<file path="src/rtl/laser_pulse_driver.sv">
// Multi-channel laser emitter controller: off / CW / pulsed / counted-burst per channel.
// Optional per-channel on-time watchdog is built when LASER_SAFETY_TIMEOUT_EN is defined.
module laser_pulse_driver #(
   parameter int CHANNELS = 4,
   parameter int CNT_W    = 16,
   parameter int BURST_W  = 8,
   parameter int MAX_ON   = 50000,
   localparam int CH_W    = (CHANNELS > 1) ? $clog2(CHANNELS) : 1
) (
   input  logic                clk,
   input  logic                rst_n,
   input  logic                cfg_valid,
   output logic                cfg_ready,
   input  logic [CH_W-1:0]     cfg_chan,
   input  logic [1:0]          cfg_mode,
   input  logic [CNT_W-1:0]    cfg_period,
   input  logic [CNT_W-1:0]    cfg_on,
   input  logic [BURST_W-1:0]  cfg_count,
   input  logic [CHANNELS-1:0] stop,
   output logic [CHANNELS-1:0] laser,
   output logic [CHANNELS-1:0] busy,
   output logic [CHANNELS-1:0] done,
   output logic [CHANNELS-1:0] fault
);

   typedef enum logic [1:0] {S_IDLE, S_CW, S_P_ON, S_P_OFF} state_t;

   logic r_ready;

   always_ff @(posedge clk or negedge rst_n) begin
      if (!rst_n) r_ready <= 1'b0;
      else        r_ready <= 1'b1;
   end

   assign cfg_ready = r_ready;

   for (genvar g = 0; g < CHANNELS; g++) begin : g_ch
      state_t             r_state;
      logic [CNT_W-1:0]   r_cnt;
      logic [CNT_W-1:0]   r_on;
      logic [CNT_W-1:0]   r_period;
      logic [BURST_W-1:0] r_rem;
      logic               r_burst;
      logic               r_laser;
      logic               r_busy;
      logic               r_done;
      logic               w_sel;
      logic               w_trip;
      logic               w_blk;
      logic               w_pend;
      logic [CNT_W-1:0]   w_cnt_inc;
      logic [CNT_W-1:0]   w_on_clamp;

      // Out-of-range channel numbers never match any g, so they are silently ignored.
      assign w_sel      = cfg_valid && r_ready && (cfg_chan == CH_W'(g));
      assign w_on_clamp = (cfg_on > cfg_period) ? cfg_period : cfg_on;
      assign w_cnt_inc  = r_cnt + CNT_W'(1);
      assign w_pend     = ((r_state == S_P_ON) && (w_cnt_inc == r_on) && (r_on == r_period)) ||
                          ((r_state == S_P_OFF) && (w_cnt_inc == r_period));

`ifdef LASER_SAFETY_TIMEOUT_EN
      localparam int WD_W = $clog2(MAX_ON + 1);
      logic [WD_W-1:0] r_wd;
      logic            r_fault;

      assign w_trip = r_laser && (r_wd == WD_W'(MAX_ON - 1));
      assign w_blk  = r_fault && (cfg_mode != 2'b00);

      always_ff @(posedge clk or negedge rst_n) begin
         if (!rst_n) begin
            r_wd    <= '0;
            r_fault <= 1'b0;
         end else begin
            r_wd <= (r_laser && !w_trip) ? r_wd + WD_W'(1) : '0;
            if (w_trip)
               r_fault <= 1'b1;
            else if (w_sel && !stop[g] && (cfg_mode == 2'b00))
               r_fault <= 1'b0;
         end
      end

      assign fault[g] = r_fault;
`else
      assign w_trip   = 1'b0;
      assign w_blk    = 1'b0;
      assign fault[g] = 1'b0;
`endif

      always_ff @(posedge clk or negedge rst_n) begin
         if (!rst_n) begin
            r_state  <= S_IDLE;
            r_cnt    <= '0;
            r_on     <= '0;
            r_period <= '0;
            r_rem    <= '0;
            r_burst  <= 1'b0;
            r_laser  <= 1'b0;
            r_busy   <= 1'b0;
            r_done   <= 1'b0;
         end else begin
            r_done <= 1'b0;
            if (w_trip || stop[g]) begin
               r_state <= S_IDLE;
               r_cnt   <= '0;
               r_rem   <= '0;
               r_burst <= 1'b0;
               r_laser <= 1'b0;
               r_busy  <= 1'b0;
            end else if (w_sel && !w_blk) begin
               // Any accepted request restarts the channel from phase zero.
               r_cnt    <= '0;
               r_on     <= w_on_clamp;
               r_period <= cfg_period;
               r_rem    <= cfg_count;
               r_burst  <= (cfg_mode == 2'b11);
               if (cfg_mode == 2'b01) begin
                  r_state <= S_CW;
                  r_laser <= 1'b1;
                  r_busy  <= 1'b1;
               end else if (cfg_mode[1] && (cfg_period != '0)) begin
                  if (cfg_mode[0] && (cfg_count == '0)) begin
                     r_state <= S_IDLE;
                     r_laser <= 1'b0;
                     r_busy  <= 1'b0;
                     r_done  <= 1'b1;
                  end else if (w_on_clamp == '0) begin
                     r_state <= S_P_OFF;
                     r_laser <= 1'b0;
                     r_busy  <= 1'b1;
                  end else begin
                     r_state <= S_P_ON;
                     r_laser <= 1'b1;
                     r_busy  <= 1'b1;
                  end
               end else begin
                  r_state <= S_IDLE;
                  r_laser <= 1'b0;
                  r_busy  <= 1'b0;
               end
            end else if ((r_state == S_P_ON) || (r_state == S_P_OFF)) begin
               if (w_pend && r_burst && (r_rem == BURST_W'(1))) begin
                  r_state <= S_IDLE;
                  r_cnt   <= '0;
                  r_rem   <= '0;
                  r_burst <= 1'b0;
                  r_laser <= 1'b0;
                  r_busy  <= 1'b0;
                  r_done  <= 1'b1;
               end else if (w_pend) begin
                  r_cnt <= '0;
                  if (r_burst) r_rem <= r_rem - BURST_W'(1);
                  r_state <= (r_on == '0) ? S_P_OFF : S_P_ON;
                  r_laser <= (r_on != '0);
               end else begin
                  r_cnt <= w_cnt_inc;
                  if ((r_state == S_P_ON) && (w_cnt_inc == r_on)) begin
                     r_state <= S_P_OFF;
                     r_laser <= 1'b0;
                  end
               end
            end
         end
      end

      assign laser[g] = r_laser;
      assign busy[g]  = r_busy;
      assign done[g]  = r_done;
   end

endmodule

</file>
<file path="config.mk">
export PLATFORM = sky130hd
export DESIGN_NAME = laser_pulse_driver
export DESIGN_NICKNAME = d
export VERILOG_FILES = /design/src/rtl/laser_pulse_driver.sv
export SDC_FILE = /design/constraint.sdc
export NUM_CORES = 1
export LEC_CHECK = 0
export CAP_MARGIN = 20
export CORE_AREA = 5 5 175 177
export DETAILED_ROUTE_END_ITERATION = 16
export DIE_AREA = 0 0 180 182
export PLACE_DENSITY = 0.82
export SYNTH_ARGS = -nofsm -noshare
export SYNTH_HDL_FRONTEND = slang
export SYNTH_SLANG_ARGS = --single-unit
</file>
<file path="constraint.sdc">
create_clock -name clk -period 4.8 [get_ports clk]
set_input_delay 0.72 -clock clk [delete_from_list [all_inputs] [get_ports clk]]
set_output_delay 0.72 -clock clk [all_outputs]
set_load 0.02 [all_outputs]
</file>
==> impl_results.md <==
* Status: complete, no violations
* Worst vdd rail ir drop at 0.303 mV
* DRT iter0 DRCs at about 2.3k
* Number of buffers and inverters on the critical path at 2
* H-tree levels at 1
* Placeable Area at slightly below 30,000 µm²
* Postcts setup bufs at 0
* Drt wl/cell at between 20 and 25 µm
* Post-synthesis cell area at around 18,000 µm²
* Final setup TNS at 0 ns
* Row count at between 60 and 70
* Pleak at around 8 nW
* DPL Wire Length at roughly 46,000 µm
* Share of cells above drive strength 1 at between 8 and 9%
* Largest area contributor in the netlist: dfrtp_1
* Final instance area at roughly 20,000 µm²
* Most frequent CP cell: buf_4
* Synth top cells by count: dfrtp_1, nand2_1, o21ai_0, nor2_1, xnor2_1
* CTS tree: yes
* Met3 Use GR at under 10%
* Clock sink count at about 250
* Placed Area at 18,700 µm²
* Via density at 6.85
* Final #Nets at 2,175
* Starting density of the core at between 60 and 70%
* Syn avg cell area at about 8.5 µm²
* Asr flop ratio synth at 100%
* Pre-CTS setup slack at 0.540 ns
* Slowest CP cell: nor4_4
* CP Cell Sequence: ha_1, nand3_1, nor4_4, mux2i_1, nand2_1, a2111o_1, nor4b_4, buf_4, nor3_2, buf_4, a41oi_1, a31oi_1
* Num ports at 68
* First-pass GRT wire length at 94,700 µm
* CP arrival at roughly 4.6 ns
* Total Wirelength at between 60,000 and 70,000 µm
* Initial antenna violation count at 1
* M1 GR Usage at around half
* Synth cell types at slightly above 100
* Kind of critical path: flip-flop to flip-flop
* Fin. Hold Viols at 0
* CTS Buf Count at 29
* Post-CTS resize count at 0
* Class of the worst hold path: primary input to asynchronous set/reset pin
* Die extent in x at ~180 µm
* Max Cap Viol at 0
* Pin count of the biggest net entering global routing at 99
* Final Power at 7.13 mW
* Met2 Track Usage GR at a little over half
* Syn-to-layout area delta at 9.88%
* GR Util All Layers at 36.1%
* Clock-pin transition on the worst setup and hold timing paths at about 0.06 ns
* Fin worst setup slack at slightly below 0.7 ns
* Crit path max-delay family: simple AND/OR/NAND/NOR gates
* Clock tree buffer depth at 3
* Post-route clock period utilization at approximately 86%
* Final ANT Viol Nets at 0
* Vias at between 15k and 20k
* Layer carrying the most global-route usage: met2
* Achievable Freq at around 240 MHz
* Delay of the slowest cell on the worst path at between 0.5 and 0.6 ns
* Post-route DRC at 0
* Clock latency on the worst-skew pair at roughly 0.57 ns
* Worst slew margin at approximately a quarter
* Min Tclk post-route at 4.13 ns
* # hold bufs at CTS at 0
* Pre-antenna DRT Iters at 7
* Number of global-route vias before repair at around 16k
* Post-synth EDFFs at 0
* Most used flip-flop cell after synthesis: dfrtp_1
* Die H at between 150 and 200 µm
* #FFs+latches synth at between 200 and 250
* Final Max Slew Viols at 0
* RSZ-0062 raised after global routing: no
* GPL Wtd Cong at ~1.0
* CTS root buffer: clkbuf_16
* Area share of the largest cell type after synthesis at between 30% and 40%
* Cell area power density at around 360 nW/µm²
* Count leader, synth: dfrtp_1
* GRT overflow at 0
* Dominant cells by area after synthesis: dfrtp_1, xnor2_1, nand2_1
* # setup viols final at 0
* Worst Setup End Kind: flip-flop
* CP max FO at 22
* Required time worst endpoint at ~5.2 ns
* Clock Skew at about 0.013 ns
* Worst-Margin Slew at 1.12 ns
* Sequential share of the synthesized area at around 35%
* Number of port buffers at between 60 and 70
* Number of synthesis warnings at 0
* Startpoint class of the critical path: flip-flop
* Die ar. at between 30,000 and 40,000 µm²
* Post-Synthesis Cells at between 2k and 2.5k
==> state kept, by name, indices dropped and copies added (netlist names), 8 cells and up <==
name and count:
g_ch.r_cnt 64, g_ch.r_on 64, g_ch.r_rem 32, g_ch.r_state 8, g_ch.r_period 64
==> layout by cell type (no fill, tap or decap), types with 10 or more instances in the layout <==
master and count:
xor2_1 67, nand3b_1 12, nor4_1 62, a211o_1 10, mux2i_1 35, ha_1 28, o21ai_0 154, nor3_1 43
nor2_1 142, nor2b_1 31, o211ai_1 14, a21o_1 12, clkbuf_16 29, clkdlybuf4s50_1 62, o2111ai_1 10, and3_1 17
a21oi_1 104, nand4_1 75, dfrtp_1 249, or4_1 13, nand2_1 218, nor3b_1 10, a22oi_1 12, or3_1 23
a31oi_1 35, and2_1 19, o31ai_1 26, xnor2_1 138, nand3_1 69, nand2b_1 36, o22ai_1 17, mux2_2 33
buf_4 47, inv_1 54
==> logic make-up (layout without fill, tap and decap cells) <==
logic type                 after synthesis  in the layout  share of synthesized area (%)
AOI/OAI and AO/OA                      491            491                           17.5
xor gates and xnor gates               217            217                           11.5
adders and majority gates               28             28                           1.95
buffers and inverters                  220            219                           5.40
DFF                                    249            249                           34.6
muxes                                   68             68                           4.01
other                                    2              6                         0.0417
and+or+nand+nor                        841            841                           24.9
==> where the power goes <==
part / internal [mW] / switching, mW / total [mW] / leakage [nW]
Combinational: 0.818 / 0.902 / 1.72 / 4.32
Sequential: 2.38 / 0.632 / 3.01 / 3.23
Clock: 1.44 / 0.953 / 2.39 / 0.497
==> routing by layer <==
layer	part of all wire, %	wire, µm	vias up
li1	-	-	7619
met1	40	24500	8304
met2	43	26400	1069
met3	11	6990	207
met4	5.0	3020	0
met5	0	0	-
==> worst register-to-register path: cells and delay by family, from the launching register on <==
kind	cells	cell delay, ns
and+or+nand+nor	5	1.63
AOI/OAI and AO/OA	3	0.74
DFF	1	0.52
buffers and inverters	2	0.48
muxes	1	0.32
adders and majority gates	1	0.30
==> worst paths after layout <==
check	startpoint	endpoint	slack, ns	depth (start not counted)
max in group asynchronous	rst_n	g_ch[1].r_done	3.52	2
worst min-delay path	rst_n	g_ch[2].r_rem[2]	0.13	1
worst max register to register	g_ch[1].r_cnt[0]	g_ch[1].r_cnt[13]	0.67	12
worst max-delay path	g_ch[1].r_cnt[0]	g_ch[1].r_cnt[13]	0.67	12
min in group clk	g_ch[0].r_busy	g_ch[0].r_busy	0.52	1
worst min register to register	g_ch[0].r_busy	g_ch[0].r_busy	0.52	1
==> metrics by stage <==
step	hold WS, ns	utilization, %	std cells
2_1_floorplan	0.424	-	2119
3_3_place_gp	0.487	64.5	2455
3_5_place_dp	0.509	64.5	2455
4_1_cts	0.202	67.9	2508
5_1_grt	0.211	68.0	2509
6_report	0.132	68.0	2509
==> cell type report <==
class / instances / area [µm²]
repair buffers: 110 / 988
flip-flops and latches: 249 / 6230
diodes: 1 / 2.50
clock inverters: 14 / 213
inverters: 56 / 210
multi-input cells: 1650 / 10800
clock buffers: 39 / 803
fillers: 2334 / 9320
well taps: 390 / 488
Power figures use the tool's default switching activity.
